`config.mk`:
```
export PLATFORM = sky130hd
export DESIGN_NAME = cla_pipe_adder_flat
export DESIGN_NICKNAME = d
export VERILOG_FILES = /design/src/rtl/cla_pipe_adder_if.sv /design/src/rtl/cla_pipe_adder.sv /design/src/flat_wrapper.sv
export SDC_FILE = /design/constraint.sdc
export NUM_CORES = 1
export LEC_CHECK = 0
export ABC_AREA = 1
export BUFFER_PORTS_ARGS = -buffer_cell sky130_fd_sc_hd__buf_2
export CORE_MARGIN = 1.5
export CORE_UTILIZATION = 40
export DETAILED_ROUTE_END_ITERATION = 10
export PLACE_DENSITY = 0.61
export SYNTH_ARGS = -nofsm -noshare
export SYNTH_HDL_FRONTEND = slang
export SYNTH_SLANG_ARGS = --single-unit
```
`constraint.sdc`:
```
create_clock -name clk -period 16.2 [get_ports clk]
set_input_delay 3.24 -clock clk [delete_from_list [all_inputs] [get_ports clk]]
set_output_delay 3.24 -clock clk [all_outputs]
set_load 0.02 [all_outputs]
```
`src/rtl/cla_pipe_adder_if.sv`:
```
// Operand/result bus for cla_pipe_adder: input beat handshake plus result beat with flags.
interface cla_pipe_adder_if #(
    parameter int unsigned WIDTH = 32
);
    logic             in_valid;
    logic             in_ready;
    logic [WIDTH-1:0] a;
    logic [WIDTH-1:0] b;
    logic             cin;
    logic [1:0]       op;
    logic             out_valid;
    logic             out_ready;
    logic [WIDTH-1:0] sum;
    logic             cout;
    logic             ovf;
    logic             neg;
    logic             zero;

    modport master (
        output in_valid, a, b, cin, op, out_ready,
        input  in_ready, out_valid, sum, cout, ovf, neg, zero
    );

    modport slave (
        input  in_valid, a, b, cin, op, out_ready,
        output in_ready, out_valid, sum, cout, ovf, neg, zero
    );
endinterface

```
`src/rtl/cla_pipe_adder.sv`:
```
// Two-level carry-lookahead adder/subtractor (ADD/ADC/SUB/SBB) with NZCV flags,
// split across a two-stage valid/ready pipeline: S1 holds conditioned operands
// and group propagate/generate, S2 resolves carries and registers the result.
module cla_pipe_adder #(
    parameter int unsigned WIDTH = 32,
    parameter int unsigned GROUP = 4
) (
    input logic            clk,
    input logic            rst_n,
    cla_pipe_adder_if.slave bus
);
    localparam int unsigned NG = WIDTH / GROUP;

    if (GROUP == 0 || (WIDTH % GROUP) != 0) begin : g_bad_group
        $error("cla_pipe_adder: WIDTH must be a non-zero multiple of GROUP");
    end

    // Occupancy encoding is {v1, v2}
    typedef enum logic [1:0] {
        EMPTY = 2'b00,
        ST_S2 = 2'b01,
        ST_S1 = 2'b10,
        FULL  = 2'b11
    } occ_t;

    occ_t state, state_nx;
    logic v1, v2, adv2, accept, in_ready;

    // S1 conditioning (combinational, from bus inputs)
    logic [WIDTH-1:0] b_eff, p_d, g_d;
    logic [NG-1:0]    gp_d, gg_d;
    logic             c0_eff, gterm;

    // S1 registers
    logic [WIDTH-1:0] s1_p, s1_g;
    logic [NG-1:0]    s1_gp, s1_gg;
    logic             s1_c0;

    // S2 carry resolution (combinational, from S1 registers)
    logic [NG-1:0]    gc;
    logic [WIDTH-1:0] cb, sum_d;
    logic             cterm, t, cgrp;

    // S2 / output registers
    logic [WIDTH-1:0] sum_q;
    logic             cout_q, ovf_q, neg_q, zero_q;

    assign v1 = state[1];
    assign v2 = state[0];

    // Occupancy register
    always_ff @(posedge clk) begin
        if (!rst_n) state <= EMPTY;
        else        state <= state_nx;
    end

    // Handshake and next occupancy; in_ready depends on out_ready only, never on in_valid
    always_comb begin
        adv2     = v1 & (~v2 | bus.out_ready);
        in_ready = rst_n & (~v1 | adv2);
        accept   = bus.in_valid & in_ready;
        state_nx = occ_t'({accept | (v1 & ~adv2), adv2 | (v2 & ~bus.out_ready)});
    end

    // Operand conditioning and per-group propagate/generate
    always_comb begin
        b_eff = bus.op[1] ? ~bus.b : bus.b;
        case (bus.op)
            2'b00:   c0_eff = 1'b0;
            2'b01:   c0_eff = bus.cin;
            2'b10:   c0_eff = 1'b1;
            default: c0_eff = ~bus.cin;
        endcase
        p_d   = bus.a ^ b_eff;
        g_d   = bus.a & b_eff;
        gp_d  = '0;
        gg_d  = '0;
        gterm = 1'b0;
        for (int unsigned k = 0; k < NG; k++) begin
            gp_d[k] = &p_d[k*GROUP +: GROUP];
            for (int unsigned j = 0; j < GROUP; j++) begin
                gterm = g_d[k*GROUP + j];
                for (int unsigned m = j + 1; m < GROUP; m++) gterm = gterm & p_d[k*GROUP + m];
                gg_d[k] = gg_d[k] | gterm;
            end
        end
    end

    // S1 capture on accept; contents are only observed while v1 is set
    always_ff @(posedge clk) begin
        if (accept) begin
            s1_p  <= p_d;
            s1_g  <= g_d;
            s1_gp <= gp_d;
            s1_gg <= gg_d;
            s1_c0 <= c0_eff;
        end
    end

    // Sum-of-products lookahead for group carries, then per-bit carries from each group's carry-in
    always_comb begin
        gc    = '0;
        cb    = '0;
        cterm = 1'b0;
        t     = 1'b0;
        for (int unsigned k = 0; k < NG; k++) begin
            cterm = s1_c0;
            for (int unsigned m = 0; m <= k; m++) cterm = cterm & s1_gp[m];
            for (int unsigned j = 0; j <= k; j++) begin
                t = s1_gg[j];
                for (int unsigned m = j + 1; m <= k; m++) t = t & s1_gp[m];
                cterm = cterm | t;
            end
            gc[k] = cterm;
        end
        cgrp = s1_c0;
        for (int unsigned k = 0; k < NG; k++) begin
            for (int unsigned j = 0; j < GROUP; j++) begin
                cterm = cgrp;
                for (int unsigned m = 0; m < j; m++) cterm = cterm & s1_p[k*GROUP + m];
                for (int unsigned r = 0; r < j; r++) begin
                    t = s1_g[k*GROUP + r];
                    for (int unsigned m = r + 1; m < j; m++) t = t & s1_p[k*GROUP + m];
                    cterm = cterm | t;
                end
                cb[k*GROUP + j] = cterm;
            end
            cgrp = gc[k];
        end
        sum_d = s1_p ^ cb;
    end

    // Result and flag registers; held while the downstream stalls
    always_ff @(posedge clk) begin
        if (!rst_n) begin
            sum_q  <= '0;
            cout_q <= 1'b0;
            ovf_q  <= 1'b0;
            neg_q  <= 1'b0;
            zero_q <= 1'b0;
        end else if (adv2) begin
            sum_q  <= sum_d;
            cout_q <= gc[NG-1];
            ovf_q  <= cb[WIDTH-1] ^ gc[NG-1];
            neg_q  <= sum_d[WIDTH-1];
            zero_q <= ~|sum_d;
        end
    end

    assign bus.in_ready  = in_ready;
    assign bus.out_valid = v2;
    assign bus.sum       = sum_q;
    assign bus.cout      = cout_q;
    assign bus.ovf       = ovf_q;
    assign bus.neg       = neg_q;
    assign bus.zero      = zero_q;
endmodule
```
`src/flat_wrapper.sv`:
```
// flat-port wrapper written by rule: the top's interface ports become plain ports
module cla_pipe_adder_flat 
#(
    parameter int unsigned WIDTH = 32,
    parameter int unsigned GROUP = 4
)
  (clk, rst_n, bus_in_valid, bus_a, bus_b, bus_cin, bus_op, bus_out_ready, bus_in_ready, bus_out_valid, bus_sum, bus_cout, bus_ovf, bus_neg, bus_zero);
  cla_pipe_adder_if #(.WIDTH(WIDTH)) bus_i ();
  input logic clk;
  input logic rst_n;
  input wire logic [$bits(bus_i.in_valid)-1:0] bus_in_valid;
  input wire logic [$bits(bus_i.a)-1:0] bus_a;
  input wire logic [$bits(bus_i.b)-1:0] bus_b;
  input wire logic [$bits(bus_i.cin)-1:0] bus_cin;
  input wire logic [$bits(bus_i.op)-1:0] bus_op;
  input wire logic [$bits(bus_i.out_ready)-1:0] bus_out_ready;
  output wire logic [$bits(bus_i.in_ready)-1:0] bus_in_ready;
  output wire logic [$bits(bus_i.out_valid)-1:0] bus_out_valid;
  output wire logic [$bits(bus_i.sum)-1:0] bus_sum;
  output wire logic [$bits(bus_i.cout)-1:0] bus_cout;
  output wire logic [$bits(bus_i.ovf)-1:0] bus_ovf;
  output wire logic [$bits(bus_i.neg)-1:0] bus_neg;
  output wire logic [$bits(bus_i.zero)-1:0] bus_zero;
  assign bus_i.in_valid = bus_in_valid;
  assign bus_i.a = bus_a;
  assign bus_i.b = bus_b;
  assign bus_i.cin = bus_cin;
  assign bus_i.op = bus_op;
  assign bus_i.out_ready = bus_out_ready;
  assign bus_in_ready = bus_i.in_ready;
  assign bus_out_valid = bus_i.out_valid;
  assign bus_sum = bus_i.sum;
  assign bus_cout = bus_i.cout;
  assign bus_ovf = bus_i.ovf;
  assign bus_neg = bus_i.neg;
  assign bus_zero = bus_i.zero;
  cla_pipe_adder #(.WIDTH(WIDTH), .GROUP(GROUP)) u_core (.clk(clk), .rst_n(rst_n), .bus(bus_i));
endmodule
```
Word level (Yosys, flattened, before mapping)
Cells that the tools add are included.
{"block": "op_classes", "eq_ne": 2, "n_mux": 2, "bitwise_logic": 259, "reduce_logical": 11}
{"op": "AND 1 bit", "n": 137}
{"op": "OR 1 bit", "n": 112}
{"op": "bitwise XOR 32 bit", "n": 2}
{"op": "AND 32 bit", "n": 1}
{"op": "two-way mux 32 bit", "n": 1}
{"op": "inverter 32 bit", "n": 1}
{"op": "AND reduction 4 bit", "n": 8}
{"op": "OR reduction 32 bit", "n": 1}
{"op": "inverter 1 bit", "n": 5}
{"op": "one-hot mux 1 bit (3 select lines)", "n": 1}
{"op": "== test 2 x 1 -> 1 bit, second input constant", "n": 1}
{"op": "== test 2 bit, second input constant", "n": 1}
{"op": "zero test 2 bit", "n": 1}
{"op": "zero test 1 bit", "n": 1}
{"op": "bitwise XOR 1 bit", "n": 1}
{"block": "totals", "ff_bits": 118, "output_inout_bits": 38, "elab_cells": 285}

Depth between registers and ports, before layout
Gate-level depths: netlist of the first run.
{"block": "depth", "ltp_word": 23, "ltp_mapped": 16, "depth_no_buf": 16}

Least setup slack after synthesis of the first run
OpenSTA, ideal clock, no wires.
{"block": "synth_timing", "path_kind": "input -> register", "startpoint": "input port rst_n", "endpoint": "register u_core.s1_c0 (enable)", "arrival_ps": 6843, "required_ps": 15696, "setup_slack_ps": 8853, "path_stages": 4, "cell_sequence": "clkbuf_1 clkbuf_1 nand2_1 nor2_1"}
{"block": "synth_via", "elab_chain_cells": 2}
{"element": "from (decl)", "line": "flat_wrapper.sv:10", "rtl": "input logic rst_n;"}
{"element": "AND 1 bit", "line": "cla_pipe_adder.sv:60", "rtl": "in_ready = rst_n & (~v1 | adv2);"}
{"element": "AND 1 bit", "line": "cla_pipe_adder.sv:61", "rtl": "accept = bus.in_valid & in_ready;"}
{"element": "net u_core.accept", "line": "cla_pipe_adder.sv:27", "rtl": "logic v1, v2, adv2, accept, in_ready;"}
{"element": "to (signal assigned)", "line": "cla_pipe_adder.sv:96", "rtl": "s1_c0 <= c0_eff;"}
{"element": "to (decl)", "line": "cla_pipe_adder.sv:37", "rtl": "logic s1_c0;"}
The timed path passes the listed nets, and every way through them passes these cells.
A chain may end at the register's enable or synchronous reset.

Worst setup path after layout of the first run
{"block": "layout_timing", "startpoint": "input port bus_out_ready", "endpoint": "output port bus_in_ready"}
{"block": "layout_via", "elab_chain_cells": 4}
{"element": "from (decl)", "line": "flat_wrapper.sv:16", "rtl": "input wire logic [$bits(bus_i.out_ready)-1:0] bus_out_ready;"}
{"element": "OR 1 bit", "line": "cla_pipe_adder.sv:59", "rtl": "adv2 = v1 & (~v2 | bus.out_ready);"}
{"element": "AND 1 bit", "line": "cla_pipe_adder.sv:59"}
{"element": "OR 1 bit", "line": "cla_pipe_adder.sv:60"}
{"element": "AND 1 bit", "line": "cla_pipe_adder.sv:60"}
{"element": "to (decl)", "line": "flat_wrapper.sv:17", "rtl": "output wire logic [$bits(bus_i.in_ready)-1:0] bus_in_ready;"}
No other way between the ends.

==> results.json, run 1 <==
{
  "cp_max_fo": 3,
  "crit_chain": "buf_2, inv_1, nand2_1, nor2_1, inv_1, nand2_1, inv_1, buf_2",
  "status": "complete, no violations",
  "timing.fmax_mhz": 139,
  "final_antenna_net_count": 0,
  "nFillCells": 1191,
  "synth_compound_area_share_pct": 8.91,
  "pwr-share-comb_pct": 17.2,
  "cts_buffer_depth": 2,
  "initial_utilization_pct": 41.3,
  "totalWireLength_um": 11000,
  "grt_pass1_wl_um": 17600,
  "postCtsSetupRepairBufs": 0,
  "htree_levels": 3,
  "yosys.area_share.adder_pct": 9.48,
  "endpoint_kind": "output pin",
  "yosys-mux-area-fraction_pct": 0,
  "max-slew-margin-rel_pct": 37.3,
  "synth_xor_area_share_pct": 9.45,
  "portBuffers": 108,
  "avgSynthCellArea_um2": 10.7,
  "antenna_found_initial": 0,
  "max_stage_delay_ps": 150,
  "nNetsFinal": 711,
  "die_w_um": 118,
  "path_clk_slew_ps": 70,
  "maxCapViolations": 0,
  "worst_pin_slew_ps": 940,
  "synth_warnings": 0,
  "cts_resized": 0,
  "synth_top_area_cell": "edfxtp_1",
  "ir_worst_vdd_mv": 0.0490,
  "core-area_mm2": 0.0128,
  "power_density_mw_per_mm2": 104,
  "synth_ff_type": "edfxtp_1",
  "grt_pass1_vias": 3535,
  "dp_hpwl_um": 8430,
  "crit_slowest_cell": "buf_2",
  "syn_inst": 495,
  "synth-async-reset-ratio_pct": 0,
  "vias": 3712,
  "yosysTopAreaCellShare_pct": 41.5,
  "fin_skew_ps": 9.46,
  "grt_max_degree": 74,
  "finalCritPeriodShare_pct": 44.3,
  "drv_slew": 0,
  "crit_path_frequent_cell": "inv_1",
  "cts_sinks": 110,
  "critical_path_class": "in2out",
  "ys_types": 31,
  "p_leak_uw": 0.00286,
  "synth_edf_count": 73,
  "overflow": 0,
  "fp-row-count": 41,
  "yosysSeqAreaShare_pct": 55.5,
  "critical-path-top-delay-family": "buffers and inverters",
  "drive_gt1_share_pct": 23.6,
  "synthesis.area_mm2": 0.00528,
  "synthesis.nets": 606,
  "first_iter_violations": 203,
  "gp_congestion": 0.811,
  "clock-root-buffer": "clkbuf_16",
  "p_clk_share_pct": 31.6,
  "grt_use_total_pct": 16.3,
  "vias_per_cell": 4.78,
  "finalCriticalPeriod_ps": 7170,
  "report.final.hold_viol_count": 0,
  "cts_tree": "built",
  "critical_path_arrival_ps": 3930,
  "synth.area.top_cells": "edfxtp_1, dfxtp_1, ha_1, xor2_1, nor2_1",
  "pwr-share-seq_pct": 51.2,
  "num_antenna_cells": 0,
  "area_growth_pct": 18.8,
  "drc": 0,
  "yosys.area_share.simple_pct": 12.1,
  "clkLatencyLatePin_ps": 340,
  "holdWs_ps": 472,
  "critPathBufInv": 5,
  "synth_top_family_by_area": "simple AND/OR/NAND/NOR gates",
  "dieArea_mm2": 0.0139,
  "setup_tns_ps": 0,
  "yosys_register_bits": 110,
  "rsz0062_at_grt": "false",
  "required_ps": 12960,
  "start_kind": "primary input",
  "setup_viol": 0,
  "cts_hold_buf": 0,
  "switchingPower_uw": 176,
  "die_h_um": 118,
  "wl_per_cell_um": 14.1,
  "ioPinCount": 109,
  "cts_buffers": 9,
  "drt_first_pass_iters": 4,
  "intPower_uw": 476,
  "swShare_pct": 27.0,
  "hold_class": "reg2reg"
}
[state kept, by name, indices dropped and copies added, names as in the netlist]
register	flops
u_core.bus.ovf	1
u_core.bus.neg	1
u_core.s1_g	24
u_core.s1_p	32
u_core.s1_c0	1
u_core.s1_gp	8
u_core.state	2
u_core.bus.zero	1
u_core.s1_gg	8
u_core.bus.sum	31
u_core.bus.cout	1
[path summary, 6_finish.rpt]
path | start | to | slack (ps) | cells after the start
setup / recovery | bus_out_ready | bus_in_ready | 9030 | 8
hold / removal | u_core.bus.zero$_SDFFE_PN0P_ | u_core.bus.zero$_SDFFE_PN0P_ | 470 | 2
setup reg to reg | u_core.s1_gg[0]$_DFFE_PP_ | u_core.bus.zero$_SDFFE_PN0P_ | 13360 | 13
hold reg to reg | u_core.bus.zero$_SDFFE_PN0P_ | u_core.bus.zero$_SDFFE_PN0P_ | 470 | 2
[cell type report]
class,instances,area [um2],share of cell area [%]
clock buffers,10,239,3.81
repair buffers,109,548,8.74
inverters,46,173,2.75
flip-flops and latches,110,2930,46.8
well taps,172,215,3.43
multi-input cells,324,2120,33.8
clock inverters,6,46.3,0.738
[worst register-to-register path, delay by kind of cell (launching register included)]
| kind | cells | cell delay, ps |
|---|---|---|
| flip-flops | 1 | 420 |
| buffers and inverters | 1 | 110 |
| AND/OR/NAND/NOR | 6 | 1040 |
| adder cells (fa/ha/maj) | 1 | 330 |
| AO/OA/AOI/OAI | 5 | 870 |
[synth_stat cells (all sizes together) (5+ instances only)]
| cell type | n |
|---|---|
| inv | 46 |
| a211o | 7 |
| nand4 | 9 |
| nor2 | 89 |
| dfxtp | 37 |
| nand3 | 5 |
| clkbuf | 9 |
| ha | 40 |
| edfxtp | 73 |
| o21bai | 10 |
| buf | 6 |
| o21ai | 30 |
| nand2 | 38 |
| xor2 | 52 |
| a21oi | 27 |
| xnor2 | 5 |
[kinds of logic after synthesis]
| kind of cell | after synthesis |
|---|---|
| AOI/OAI and AO/OA | 78 |
| xor gates and xnor gates | 57 |
| adders and majority gates | 40 |
| buffers and inverters | 61 |
| DFF | 110 |
| and+or+nand+nor | 149 |
[through the flow]
stage / std cells / power, uW / area [um2] / utilization (%) / setup WS, ps
after floorplan: 495 / 412 / 5280 / - / 8850
after global placement: 761 / 451 / 5990 / 46.9 / 9060
after detailed placement: 761 / 453 / 5990 / 46.9 / 9030
after CTS: 777 / 659 / 6270 / 49.1 / 9030
after global routing: 777 / 684 / 6270 / 49.1 / 8910
final: 777 / 652 / 6270 / 49.1 / 9030
[power by group through the flow]
stage          registers, uW  clock network (uW)  logic (uW)
6_report                 334                 206         112
4_1_cts                  334                 211         114
3_5_place_dp             340                   0         113
2_1_floorplan            346                   0        65.7
3_3_place_gp             340                   0         111
5_1_grt                  336                 221         127
[cell usage in the layout (no fill, tap or decap), types with 2 or more instances in the layout]
| cell | synthesis | final |
|---|---|---|
| o211ai_1 | 2 | 2 |
| nand2_1 | 37 | 37 |
| nand4_1 | 9 | 9 |
| nor2_2 | 6 | 6 |
| a21oi_2 | 3 | 3 |
| nor3_1 | 3 | 3 |
| xor2_1 | 52 | 52 |
| clkinvlp_4 | 0 | 4 |
| o21ai_0 | 29 | 29 |
| edfxtp_1 | 73 | 73 |
| nor4_2 | 2 | 2 |
| dfxtp_1 | 37 | 37 |
| o21bai_1 | 8 | 8 |
| ha_1 | 40 | 40 |
| inv_1 | 44 | 44 |
| nor2_1 | 83 | 82 |
| o21bai_2 | 2 | 2 |
| clkbuf_16 | 0 | 9 |
| a21o_1 | 2 | 2 |
| a21oi_1 | 24 | 24 |
| inv_2 | 2 | 2 |
| nand3_1 | 5 | 5 |
| xnor2_1 | 5 | 5 |
| buf_2 | 4 | 108 |
| a211o_1 | 7 | 7 |
[routing by layer]
metal,vias up,wire length (um),track usage [%]
met3,13,489,3.59
li1,1883,-,-
met5,-,0,0
met1,1721,5140,21.7
met4,0,168,4.65
met2,95,5180,26.6
(Power assumes the default switching activity.)
==> run 2: changes to the inputs <==
Settings changed: PLACE_DENSITY 0.61 to 0.64.
Clock period 16.2 ns to 5.79 ns, I/O delays scaled along.
==> results.json, run 2 (synthesis gave the netlist of run 1 again) <==
{
  "status": "complete, no violations",
  "totalWireLength_um": 10900,
  "maxCapViolations": 0,
  "grt_pass1_wl_um": 17000,
  "cp_max_fo": 3,
  "initial_utilization_pct": 41.3,
  "wl_per_cell_um": 14.0,
  "pwr-share-seq_pct": 50.6,
  "dp.cells": 761,
  "whs_path_depth": 2,
  "drive_gt1_share_pct": 23.5,
  "grt_max_degree": 45,
  "fin_skew_ps": 11.8,
  "setup_viol": 0,
  "switchingPower_uw": 498,
  "antenna_found_initial": 0,
  "fin_cells": 777,
  "final_antenna_net_count": 0,
  "cts_sinks": 110,
  "clock-root-buffer": "clkbuf_16",
  "intPower_uw": 1350,
  "critical_path_arrival_ps": 1870,
  "cts_tree": "built",
  "swShare_pct": 27.0,
  "die_h_um": 118,
  "core-area_mm2": 0.0128,
  "postCtsSetupRepairBufs": 0,
  "finalCritPeriodShare_pct": 52.3,
  "first_iter_violations": 264,
  "rsz0062_at_grt": "false",
  "r2r_cells": 13,
  "report.final.hold_viol_count": 0,
  "crit_slowest_cell": "buf_2",
  "path_clk_slew_ps": 70,
  "p_clk_share_pct": 32.6,
  "die_w_um": 118,
  "cts_resized": 0,
  "crit_start": "bus_out_ready",
  "area_growth_pct": 19.0,
  "pwr-share-comb_pct": 16.8,
  "vias_per_cell": 4.72,
  "r2r-start": "u_core.s1_c0$_DFFE_PP_",
  "p_leak_uw": 0.00287,
  "power.total_uw": 1850,
  "ir_worst_vdd_mv": 0.162,
  "critical_path_class": "in2out",
  "largest-register": "u_core.s1_p",
  "timing.fmax_mhz": 330,
  "htree_levels": 3,
  "vias": 3666,
  "required_ps": 4630,
  "reg2reg_setup_slack_ps": 3040,
  "crit_chain": "buf_2, inv_1, nand2_1, nor2_1, inv_1, nand2_1, inv_1, buf_2",
  "r2r-end": "u_core.bus.zero$_SDFFE_PN0P_",
  "largest_reg_flops": 32,
  "final_cell_mix": "buf_2, nor2_1, edfxtp_1",
  "crit_path_frequent_cell": "inv_1",
  "start_kind": "primary input",
  "dp_hpwl_um": 8460,
  "grt_use_total_pct": 15.8,
  "gp_congestion": 0.784,
  "worst_pin_slew_ps": 998,
  "crit_end": "bus_in_ready",
  "power_density_mw_per_mm2": 294,
  "finalCriticalPeriod_ps": 3030,
  "dieArea_mm2": 0.0139,
  "drv_slew": 0,
  "nNetsFinal": 711,
  "max-slew-margin-rel_pct": 33.3,
  "setup_tns_ps": 0,
  "max_stage_delay_ps": 150,
  "drt_first_pass_iters": 4,
  "grt_pass1_vias": 3536,
  "drc": 0,
  "cts_buffer_depth": 2,
  "portBuffers": 108,
  "ioPinCount": 109,
  "endpoint_kind": "output pin",
  "hold_class": "reg2reg",
  "overflow": 0,
  "cts_buffers": 9,
  "num_antenna_cells": 0,
  "clkLatencyLatePin_ps": 340,
  "layout_commonest_cell": "buf_2",
  "fp-row-count": 41,
  "cts_hold_buf": 0
}
run 2: routing by layer:
metal  up-vias  wire length (um)  global-route usage [%]
li1       1881                 -                       -
met1      1687              5050                    20.3
met2        89              5280                    26.9
met3         9               424                    2.28
met4         0               138                    6.17
met5         -                 0                       0
run 2: worst min-delay path by stage:
| stage | slack, ps | startpoint | to |
|---|---|---|---|
| after floorplan | 460 | u_core.state[1]$_SDFF_PN0_ | u_core.state[0]$_SDFF_PN0_ |
| after global placement | 460 | u_core.bus.sum[8]$_SDFFE_PN0P_ | u_core.bus.sum[8]$_SDFFE_PN0P_ |
| after detailed placement | 460 | u_core.bus.zero$_SDFFE_PN0P_ | u_core.bus.zero$_SDFFE_PN0P_ |
| after CTS | 470 | u_core.bus.zero$_SDFFE_PN0P_ | u_core.bus.zero$_SDFFE_PN0P_ |
| after global routing | 510 | u_core.state[1]$_SDFF_PN0_ | u_core.state[0]$_SDFF_PN0_ |
| final | 480 | u_core.bus.zero$_SDFFE_PN0P_ | u_core.bus.zero$_SDFFE_PN0P_ |
run 2: critical path, delay by kind of cell:
family	cells	cell delay (ps)
and+or+nand+nor	3	300
buffers and inverters	5	400
run 2: layout make-up:
class                           count  area (um2)
Timing Repair Buffer              109         548
Inverter                           46         173
Tap cell                          172         215
Multi-Input combinational cell    324        2120
Clock inverter                      5        41.3
Clock buffer                       11         254
Sequential cell                   110        2930
Fill cell                        1169        6490
run 2: power by group through the flow:
stage	Combinational, uW	Sequential [uW]	Clock, uW
after detailed placement	312	953	0
after CTS	315	936	610
after global placement	308	952	0
after floorplan	184	969	0
after global routing	347	941	638
final	310	935	602
run 2: metrics by stage:
step | hold slack [ps] | worst slack, ps | util, % | cell area (um2)
2_1_floorplan | 462 | 525 | - | 5280
3_3_place_gp | 461 | 2520 | 46.9 | 5990
3_5_place_dp | 464 | 2460 | 46.9 | 5990
4_1_cts | 475 | 2760 | 49.2 | 6280
5_1_grt | 513 | 2660 | 49.2 | 6280
6_report | 477 | 2760 | 49.2 | 6280
